[config.mk]
export PLATFORM = sky130hd
export DESIGN_NAME = bf_io_uart
export DESIGN_NICKNAME = d
export VERILOG_FILES = /design/src/rtl/bf_io_uart_pkg.sv /design/src/rtl/bf_uart_tx_fifo.sv /design/src/rtl/bf_io_uart.sv
export SDC_FILE = /design/constraint.sdc
export NUM_CORES = 1
export LEC_CHECK = 0
export CAP_MARGIN = 20
export CORE_MARGIN = 4
export CORE_UTILIZATION = 30
export DETAILED_ROUTE_END_ITERATION = 16
export PLACE_DENSITY = 0.52
export REMOVE_ABC_BUFFERS = 1
export SYNTH_ARGS = -nofsm -noshare
export SYNTH_HDL_FRONTEND = slang
export SYNTH_SLANG_ARGS = --single-unit
[constraint.sdc]
create_clock -name clk -period 5.15 [get_ports clk]
set_clock_uncertainty 0.1 [all_clocks]
set_input_delay 1.03 -clock clk [delete_from_list [all_inputs] [get_ports clk]]
set_output_delay 1.03 -clock clk [all_outputs]
set_load 0.02 [all_outputs]
[src/rtl/bf_io_uart_pkg.sv]
// Shared constants for the bfcpu io-bus UART bridge: io direction encoding
// (same values as the CPU's macros) and the FSM state encodings.
package bf_io_uart_pkg;

  localparam logic DIRECTION_WRITE = 1'b1;
  localparam logic DIRECTION_READ  = 1'b0;

  typedef enum logic {
    BUS_IDLE,
    BUS_DROP
  } bus_state_t;

  typedef enum logic [1:0] {
    SER_IDLE,
    SER_START,
    SER_DATA,
    SER_STOP
  } ser_state_t;

endpackage

[src/rtl/bf_uart_tx_fifo.sv]
// Synchronous first-word-fall-through FIFO for bytes waiting to be transmitted.
// Pointers carry one extra wrap bit so full and empty are distinguishable.
module bf_uart_tx_fifo #(
  parameter int DEPTH = 4,
  parameter int WIDTH = 8
) (
  input  logic             clk,
  input  logic             rst_n,
  input  logic             push,
  input  logic [WIDTH-1:0] wdata,
  input  logic             pop,
  output logic [WIDTH-1:0] rdata,
  output logic             full,
  output logic             empty
);

  localparam int AW = $clog2(DEPTH);
  localparam logic [AW:0] PTR_ONE = {{AW{1'b0}}, 1'b1};

  logic [WIDTH-1:0] mem [DEPTH];
  logic [AW:0]      wr_ptr;
  logic [AW:0]      rd_ptr;

  assign empty = (wr_ptr == rd_ptr);
  assign full  = (wr_ptr[AW] != rd_ptr[AW]) && (wr_ptr[AW-1:0] == rd_ptr[AW-1:0]);
  assign rdata = mem[rd_ptr[AW-1:0]];

  always_ff @(posedge clk) begin
    if (push && !full) begin
      mem[wr_ptr[AW-1:0]] <= wdata;
    end
  end

  // A simultaneous push and pop both advance, leaving the occupancy unchanged.
  always_ff @(posedge clk) begin
    if (!rst_n) begin
      wr_ptr <= '0;
      rd_ptr <= '0;
    end else begin
      if (push && !full) begin
        wr_ptr <= wr_ptr + PTR_ONE;
      end
      if (pop && !empty) begin
        rd_ptr <= rd_ptr + PTR_ONE;
      end
    end
  end

endmodule

[src/rtl/bf_io_uart.sv]
// bfcpu io-bus responder bridging '.' writes to an 8N1 transmitter (via a FIFO)
// and ',' reads to a receiver with a single-byte holding register.
module bf_io_uart
  import bf_io_uart_pkg::*;
#(
  parameter int CLK_HZ   = 24000000,
  parameter int BAUD     = 115200,
  parameter int TX_DEPTH = 4
) (
  input  logic       clk,
  input  logic       rst_n,
  input  logic       io_req,
  input  logic       io_dir,
  input  logic [7:0] io_wdata,
  output logic       io_ack,
  output logic [7:0] io_rdata,
  input  logic       uart_rx,
  output logic       uart_tx,
  output logic       rx_overrun
);

  localparam int DIV = CLK_HZ / BAUD;
  localparam int CW  = $clog2(DIV) + 1;
  localparam logic [CW-1:0] DIV_LAST  = CW'(DIV - 1);
  localparam logic [CW-1:0] HALF_LAST = CW'(DIV / 2 - 1);
  localparam logic [CW-1:0] CNT_ONE   = CW'(1);

  bus_state_t bus_state;
  ser_state_t tx_state;
  ser_state_t rx_state;

  logic          fifo_full;
  logic          fifo_empty;
  logic [7:0]    fifo_rdata;
  logic          wr_accept;
  logic          rd_take;
  logic          tx_pop;
  logic          tx_end;
  logic [CW-1:0] tx_cnt;
  logic [2:0]    tx_bit;
  logic [7:0]    tx_shift;

  logic          rx_s1;
  logic          rx_s2;
  logic          rx_prev;
  logic          rx_end;
  logic [CW-1:0] rx_cnt;
  logic [2:0]    rx_bit;
  logic [7:0]    rx_shift;
  logic [7:0]    rx_hold;
  logic          rx_valid;
  logic          rx_ferr;

  assign wr_accept = (bus_state == BUS_IDLE) && io_req && (io_dir == DIRECTION_WRITE) && !fifo_full;
  assign rd_take   = (bus_state == BUS_IDLE) && io_req && (io_dir != DIRECTION_WRITE) && rx_valid;

  bf_uart_tx_fifo #(
    .DEPTH (TX_DEPTH),
    .WIDTH (8)
  ) u_tx_fifo (
    .clk   (clk),
    .rst_n (rst_n),
    .push  (wr_accept),
    .wdata (io_wdata),
    .pop   (tx_pop),
    .rdata (fifo_rdata),
    .full  (fifo_full),
    .empty (fifo_empty)
  );

  // DROP holds off new transactions until the CPU releases io_req.
  always_ff @(posedge clk) begin
    if (!rst_n) begin
      bus_state <= BUS_IDLE;
      io_ack    <= 1'b0;
      io_rdata  <= 8'h00;
    end else begin
      case (bus_state)
        BUS_IDLE: begin
          io_ack <= 1'b0;
          if (wr_accept) begin
            io_ack    <= 1'b1;
            bus_state <= BUS_DROP;
          end else if (rd_take) begin
            io_rdata  <= rx_hold;
            io_ack    <= 1'b1;
            bus_state <= BUS_DROP;
          end
        end
        BUS_DROP: begin
          io_ack <= 1'b0;
          if (!io_req) begin
            bus_state <= BUS_IDLE;
          end
        end
        default: bus_state <= BUS_IDLE;
      endcase
    end
  end

  assign tx_end = (tx_cnt == DIV_LAST);
  assign tx_pop = !fifo_empty && ((tx_state == SER_IDLE) || ((tx_state == SER_STOP) && tx_end));

  // Popping at the last stop-bit clock chains frames with no idle gap.
  always_ff @(posedge clk) begin
    if (!rst_n) begin
      tx_state <= SER_IDLE;
      tx_cnt   <= '0;
      tx_bit   <= 3'd0;
      tx_shift <= 8'h00;
      uart_tx  <= 1'b1;
    end else begin
      case (tx_state)
        SER_IDLE: begin
          tx_cnt  <= '0;
          uart_tx <= 1'b1;
          if (tx_pop) begin
            tx_shift <= fifo_rdata;
            uart_tx  <= 1'b0;
            tx_state <= SER_START;
          end
        end
        SER_START: begin
          if (tx_end) begin
            tx_cnt   <= '0;
            tx_bit   <= 3'd0;
            uart_tx  <= tx_shift[0];
            tx_state <= SER_DATA;
          end else begin
            tx_cnt <= tx_cnt + CNT_ONE;
          end
        end
        SER_DATA: begin
          if (tx_end) begin
            tx_cnt <= '0;
            if (tx_bit == 3'd7) begin
              uart_tx  <= 1'b1;
              tx_state <= SER_STOP;
            end else begin
              tx_shift <= tx_shift >> 1;
              uart_tx  <= tx_shift[1];
              tx_bit   <= tx_bit + 3'd1;
            end
          end else begin
            tx_cnt <= tx_cnt + CNT_ONE;
          end
        end
        SER_STOP: begin
          if (tx_end) begin
            tx_cnt <= '0;
            if (tx_pop) begin
              tx_shift <= fifo_rdata;
              uart_tx  <= 1'b0;
              tx_state <= SER_START;
            end else begin
              tx_state <= SER_IDLE;
            end
          end else begin
            tx_cnt <= tx_cnt + CNT_ONE;
          end
        end
        default: tx_state <= SER_IDLE;
      endcase
    end
  end

  always_ff @(posedge clk) begin
    if (!rst_n) begin
      rx_s1   <= 1'b1;
      rx_s2   <= 1'b1;
      rx_prev <= 1'b1;
    end else begin
      rx_s1   <= uart_rx;
      rx_s2   <= rx_s1;
      rx_prev <= rx_s2;
    end
  end

  assign rx_end = (rx_cnt == DIV_LAST);

  // A load in the same cycle as a bus read wins over the read's clear of
  // rx_valid, and is not an overrun because the old byte was consumed.
  always_ff @(posedge clk) begin
    if (!rst_n) begin
      rx_state   <= SER_IDLE;
      rx_cnt     <= '0;
      rx_bit     <= 3'd0;
      rx_shift   <= 8'h00;
      rx_hold    <= 8'h00;
      rx_valid   <= 1'b0;
      rx_overrun <= 1'b0;
      rx_ferr    <= 1'b0;
    end else begin
      if (rd_take) begin
        rx_valid <= 1'b0;
      end
      case (rx_state)
        SER_IDLE: begin
          rx_cnt <= '0;
          if (rx_prev && !rx_s2) begin
            rx_state <= SER_START;
          end
        end
        SER_START: begin
          if (rx_cnt == HALF_LAST) begin
            rx_cnt   <= '0;
            rx_bit   <= 3'd0;
            rx_state <= rx_s2 ? SER_IDLE : SER_DATA;
          end else begin
            rx_cnt <= rx_cnt + CNT_ONE;
          end
        end
        SER_DATA: begin
          if (rx_end) begin
            rx_cnt   <= '0;
            rx_shift <= {rx_s2, rx_shift[7:1]};
            if (rx_bit == 3'd7) begin
              rx_state <= SER_STOP;
            end else begin
              rx_bit <= rx_bit + 3'd1;
            end
          end else begin
            rx_cnt <= rx_cnt + CNT_ONE;
          end
        end
        SER_STOP: begin
          if (!rx_end) begin
            rx_cnt <= rx_cnt + CNT_ONE;
          end else if (rx_s2) begin
            if (!rx_ferr) begin
              rx_hold  <= rx_shift;
              rx_valid <= 1'b1;
              if (rx_valid && !rd_take) begin
                rx_overrun <= 1'b1;
              end
            end
            rx_ferr  <= 1'b0;
            rx_cnt   <= '0;
            rx_state <= SER_IDLE;
          end else begin
            rx_ferr <= 1'b1;
          end
        end
        default: rx_state <= SER_IDLE;
      endcase
    end
  end

endmodule

* Yosys cells after proc, flatten, opt, wreduce, memory -nomap -nowiden
Memory sizes are Yosys's and may differ from the RTL's. A register that Yosys moved wholly into a read port is not among the register bits.
Index checks and enable logic that the tools add are counted.
** Storage, ports and cells
- Register bits after elaboration :: 75
- Latch bits :: 0
- Memories :: 1
- Bits in writable memories :: 32
- Bits of input ports :: 13
- Bits in read-only memories :: 0
- Logic and storage cells :: 152
** Cells by class
- Reductions and logical operators :: 34
- Div/mod/pow operators :: 0
- Multiply operators :: 0
- Order comparisons :: 0
- Eq/ne operators :: 29
- Muxes and demuxes :: 57
- Shift operators :: 0
- Bitwise operators :: 4
- Add/subtract/negate cells :: 6
** Memories
- u_tx_fifo.mem :: depth 4, bits a word 8, read ports 1, clocked after memory_dff 1, write ports 1, RTL line bf_uart_tx_fifo.sv:20 : logic [WIDTH-1:0] mem [DEPTH];
** Operators by type and width (number)
- 2-to-1 mux 9 bit :: 5
- case mux 9 bit (4 select lines) :: 1
- 2-to-1 mux 8 bit :: 4
- 2-to-1 mux 2 bit :: 14
- != test 2 bit (second input constant) :: 12
- case mux 8 bit (3 select lines) :: 1
- AND reduction 4 bit :: 5
- adder 9 x 1 -> 9 bit (second input constant) :: 2
- == test 9 x 8 -> 1 bit (second input constant) :: 2
- 2-to-1 mux 1 bit :: 18
- 2-to-1 mux 3 bit :: 6
- case mux 9 bit (2 select lines) :: 1
- case mux 2 bit (4 select lines) :: 2
- adder 3 x 1 -> 3 bit (second input constant) :: 4
- logical AND 1 bit :: 12
- case mux 3 bit (2 select lines) :: 2
- AND reduction 5 bit :: 2
- == test 9 x 7 -> 1 bit (second input constant) :: 1
- == test 2 bit (second input constant) :: 4
- == test 3 bit (second input constant) :: 2
- AND reduction 6 bit :: 1
- == test 2 x 1 -> 1 bit (second input constant) :: 2
- logical NOT 1 bit :: 4
- logical NOT 2 bit :: 2
- other kinds (14) :: 21

* Longest topological paths before layout
- Depth after elaboration :: 9
- Depth in mapped cells :: 9
- Mapped depth without buffers :: 7

* Cells and area by module
A second synthesis with hierarchy kept.
** Unflattened totals
- Cell total of the unflattened synthesis :: 465
- Area, all modules :: 4984.8 µm²
** Modules (own cells, without submodules)
- bf_io_uart :: area each 3260.6 µm², sequential area each 1381.3 µm², cells an instance 355, instances 1
- bf_uart_tx_fifo :: area each 1724.2 µm², sequential area each 1121.1 µm², cells an instance 110, instances 1

* Least setup slack after synthesis
No wires, ideal clock.
- Path type :: input-to-reg
- Start point :: input port io_req
- End point :: memory u_tx_fifo.mem[3][0], enable pin
- Stages on the path :: 3
- Setup time :: 0.340 ns
- Setup slack :: 2.630 ns
- Arrival time :: 2.080 ns
- Cell sequence :: nand2b_1 a311oi_1 and2_1
** On the way
- Cells in the longest elaborated chain, start to end :: 6
** RTL lines
- from (decl) :: RTL line bf_io_uart.sv:12 : input logic io_req,
- logical AND 1 bit (3 in a row) :: RTL line bf_io_uart.sv:54 : assign wr_accept = (bus_state == BUS_IDLE) && io_req && (io_dir == DIRECTION_WRITE) && !fifo_full;
- logical AND 1 bit :: RTL line bf_uart_tx_fifo.sv:29 : if (push && !full) begin
- 2-to-1 mux 1 bit :: RTL line bf_uart_tx_fifo.sv:29
- 2-to-1 mux 1 bit (not written as such) :: RTL line bf_uart_tx_fifo.sv:30 : mem[wr_ptr[AW-1:0]] <= wdata;
- to (decl) :: RTL line bf_uart_tx_fifo.sv:20
Every way passes these cells.

* Worst setup path after layout
- Start point :: input port rst_n
- End point :: register uart_tx
** RTL lines
- from (decl) :: RTL line bf_io_uart.sv:11 : input logic rst_n,
- to (signal assigned) :: RTL line bf_io_uart.sv:127 : uart_tx <= tx_shift[0];
- to (signal assigned) :: RTL line bf_io_uart.sv:141 : uart_tx <= tx_shift[1];
- to (decl) :: RTL line bf_io_uart.sv:18 : output logic uart_tx,
No word-level cell between the ends.

==> results.json <==
{
  "outcome": "finished clean",
  "clockRootBuffer": "clkbuf_16",
  "p_total_w": 0.002114,
  "fin_tns_setup_ns": 0,
  "yosysWarnings": 0,
  "pre_cts_ws_ns": 1.743,
  "cts_buffer_depth": 2,
  "yosysSeqAreaShare_pct": 54.01,
  "netlist_area_um2": 4633,
  "synth_area_leader_cell": "dfxtp_1",
  "numCtsBuffers": 9,
  "setup_viol": 0,
  "ys_ff_latch": 109,
  "start_util_pct": 30.59,
  "dieHeight_um": 132.3,
  "antenna_found_initial": 0,
  "postRouteAntennaNets": 0,
  "die-area_um2": 17500,
  "worstMarginPinSlew_ns": 0.9485,
  "switching_share_pct": 28.47,
  "wire_per_inst_um": 13.53,
  "core-area_um2": 15150,
  "rsz0062_at_grt": "no",
  "clock.fmax_ghz": 0.3308,
  "viasPerCell": 4.779,
  "synthTopCellsByArea": "dfxtp_1, edfxtp_1, ha_1, mux2i_1, mux4_2",
  "required_ns": 5.29,
  "numPortBuffers": 23,
  "worstPathArrival_ns": 3.16,
  "p_int_w": 0.001512,
  "grt_pass1_wl_um": 15050,
  "finalHoldViolations": 0,
  "clkLatencyLatePin_ns": 0.35,
  "criticalPathCategory": "in2reg",
  "synth_area_per_cell_um2": 10.68,
  "fin_crit_ns": 3.023,
  "fin_nets": 479,
  "ys_async_sr_fraction_pct": 0,
  "cts_resized": 0,
  "synth_top_cell_area_share_pct": 33.27,
  "setup_ws_ns": 2.127,
  "slowest_stage": "clkdlybuf4s50_1",
  "grt_max_degree": 25,
  "overflow": 0,
  "cts_max_level": 3,
  "diodes": 0,
  "p_comb_share_pct": 19.0,
  "p_sw_w": 0.0006020,
  "leakagePower_nw": 1.839,
  "num_rows": 45,
  "critPathMaxStageDelay_ns": 0.89,
  "hold_path_class": "reg2reg",
  "first_iter_violations": 163,
  "post-cts-setup-buffer-count": 0,
  "synth_flop_cell": "dfxtp_1",
  "clk_pin_slew_ns": 0.08,
  "grt_use_total_pct": 10.42,
  "fin_crit_sh_pct": 58.71,
  "synth-edff-count": 32,
  "postCtsHoldBufs": 0,
  "drt-total-wl_um": 8689,
  "cts_tree": "yes",
  "io_pins": 24,
  "drive_above_1_share_pct": 7.930,
  "pwr-share-seq_pct": 47.6,
  "crit_fanout": 21,
  "relSlewSlack_pct": 36.49,
  "slew_viol_final": 0,
  "drt_first_pass_iters": 4,
  "syn_to_final_growth_pct": 15.34,
  "die_w_um": 132.3,
  "ir_drop_v": 0.0001991,
  "dpl.hpwl_um": 6016,
  "crit_path_cell_trace": "clkdlybuf4s50_1 > clkinv_1 > buf_4 > a211o_1",
  "vias": 3068,
  "synth_cells": 434,
  "power_density_nw_per_um2": 395.6,
  "cp-start-kind": "input port",
  "maxCapViolations": 0,
  "clkPwrFrac_pct": 33.4,
  "grt_pass1_vias": 3000,
  "end_kind": "flop",
  "drc_errors": 0,
  "clock_sinks": 109,
  "ys_types": 56,
  "routabilityCongestion": 0.7705
}
-- cells in the final DEF (no fill, tap or decap), types with 2 or more instances in the layout --
| cell | Yosys | layout |
|---|---|---|
| and2_1 | 6 | 6 |
| a221oi_1 | 2 | 2 |
| o21a_1 | 2 | 2 |
| o21ai_0 | 20 | 20 |
| clkinv_4 | 0 | 2 |
| nor2b_1 | 7 | 7 |
| xnor2_1 | 9 | 9 |
| or2_2 | 2 | 2 |
| xor2_1 | 12 | 12 |
| a311oi_1 | 3 | 3 |
| and3b_1 | 2 | 2 |
| mux2i_1 | 18 | 18 |
| a21oi_1 | 18 | 18 |
| dfxtp_1 | 77 | 77 |
| nor2_1 | 42 | 42 |
| nand4_1 | 2 | 2 |
| a21boi_0 | 2 | 2 |
| nand2_1 | 47 | 47 |
| clkdlybuf4s50_1 | 0 | 23 |
| ha_1 | 17 | 17 |
| nor3b_1 | 3 | 2 |
| nand2b_1 | 7 | 7 |
| and3_1 | 7 | 7 |
| nand3_1 | 22 | 22 |
| edfxtp_1 | 32 | 32 |
| nor3_1 | 2 | 2 |
| buf_4 | 0 | 3 |
| o22ai_1 | 7 | 7 |
| o31ai_1 | 3 | 3 |
| inv_8 | 0 | 2 |
| clkbuf_16 | 0 | 10 |
| mux4_2 | 8 | 8 |
| inv_1 | 10 | 10 |
-- state kept, by name (all words and copies together) (netlist names), 2 cells and up, named ones only --
register	cells
tx_shift	8
tx_bit	3
tx_cnt	9
u_tx_fifo.wr_ptr	3
io_rdata	8
u_tx_fifo.mem	32
rx_cnt	9
u_tx_fifo.rd_ptr	3
rx_hold	8
rx_shift	8
tx_state	2
rx_bit	3
-- cells in the mapped netlist, types with 2 or more instances --
master and count:
nand4_1 2, dfxtp_1 77, ha_1 17, a21boi_0 2, mux4_2 8, o21ai_0 20
buf_2 2, and3b_1 2, xnor2_1 9, buf_1 3, o22ai_1 7, or2_2 2
edfxtp_1 32, nand2_1 47, a311oi_1 3, nor3b_1 3, nand2b_1 7, nand3_1 22
o21a_1 2, and3_1 7, a21oi_1 18, o31ai_1 3, nor2b_1 7, nor2_1 42
a221oi_1 2, mux2i_1 18, nor3_1 2, clkbuf_1 15, xor2_1 12, and2_1 6
inv_1 10
-- through the flow --
| stage | cells | area, um^2 | utilization [%] | hold slack (ns) |
|---|---|---|---|---|
| detailed placement | 626 | 5032 | 33.23 | 0.2921 |
| finish | 642 | 5344 | 35.28 | 0.3050 |
| global placement | 626 | 5032 | 33.23 | 0.2939 |
| CTS | 642 | 5344 | 35.28 | 0.3130 |
| floorplan | 412 | 4539 | - | 0.2863 |
| global route | 642 | 5344 | 35.28 | 0.3484 |
-- power by group through the flow --
| stage | Clock (W) | Sequential, W | Combinational [W] |
|---|---|---|---|
| floorplan | 0 | 0.00101 | 0.000308 |
| global placement | 0 | 0.00103 | 0.000398 |
| detailed placement | 0 | 0.00103 | 0.000402 |
| CTS | 0.000725 | 0.00101 | 0.000404 |
| global route | 0.000762 | 0.00102 | 0.000451 |
| finish | 0.000707 | 0.00101 | 0.000402 |
-- layout make-up --
type	instances	area, um^2
Tap cell	188	235.2
Fill cell	1495	9802
Clock inverter	5	47.55
Clock buffer	11	264.0
Timing Repair Buffer	26	252.7
Sequential cell	109	2502
Multi-Input combinational cell	292	2001
Inverter	11	41.29
-- logic make-up (layout without fill, tap and decap cells) --
| family | count (synthesis) | count (layout) | share of synthesized area, % |
|---|---|---|---|
| AO/OA/AOI/OAI | 69 | 69 | 9.371 |
| XOR/XNOR | 21 | 21 | 3.970 |
| adder cells (fa/ha/maj) | 17 | 17 | 4.591 |
| buffers and inverters | 33 | 53 | 2.916 |
| flip-flops | 109 | 109 | 54.01 |
| multiplexers | 26 | 26 | 7.777 |
| AND/OR/NAND/NOR | 159 | 159 | 17.36 |
-- worst max-delay path: cells and delay by family --
family | cells | cell delay, ns
buffers and inverters | 3 | 1.89
AOI/OAI and AO/OA | 1 | 0.24
-- path summary, 6_finish.rpt --
kind	start	to	slack, ns	cells past startpoint
worst min-delay path	rx_s1	rx_s2	0.30	1
worst min register to register	rx_s1	rx_s2	0.30	1
worst max-delay path	rst_n	uart_tx	2.13	4
worst max register to register	tx_state[0]	tx_shift[6]	2.87	5
-- per-layer routing --
| layer | vias to the layer above | part of all wire, % | global-route usage [%] |
|---|---|---|---|
| li1 | 1569 | - | - |
| met1 | 1462 | 51 | 14.36 |
| met2 | 30 | 45 | 16.28 |
| met3 | 7 | 2.2 | 2.214 |
| met4 | 0 | 1.3 | 3.637 |
| met5 | - | 0 | 0 |
Note: power is estimated with default switching activity, not from simulation.
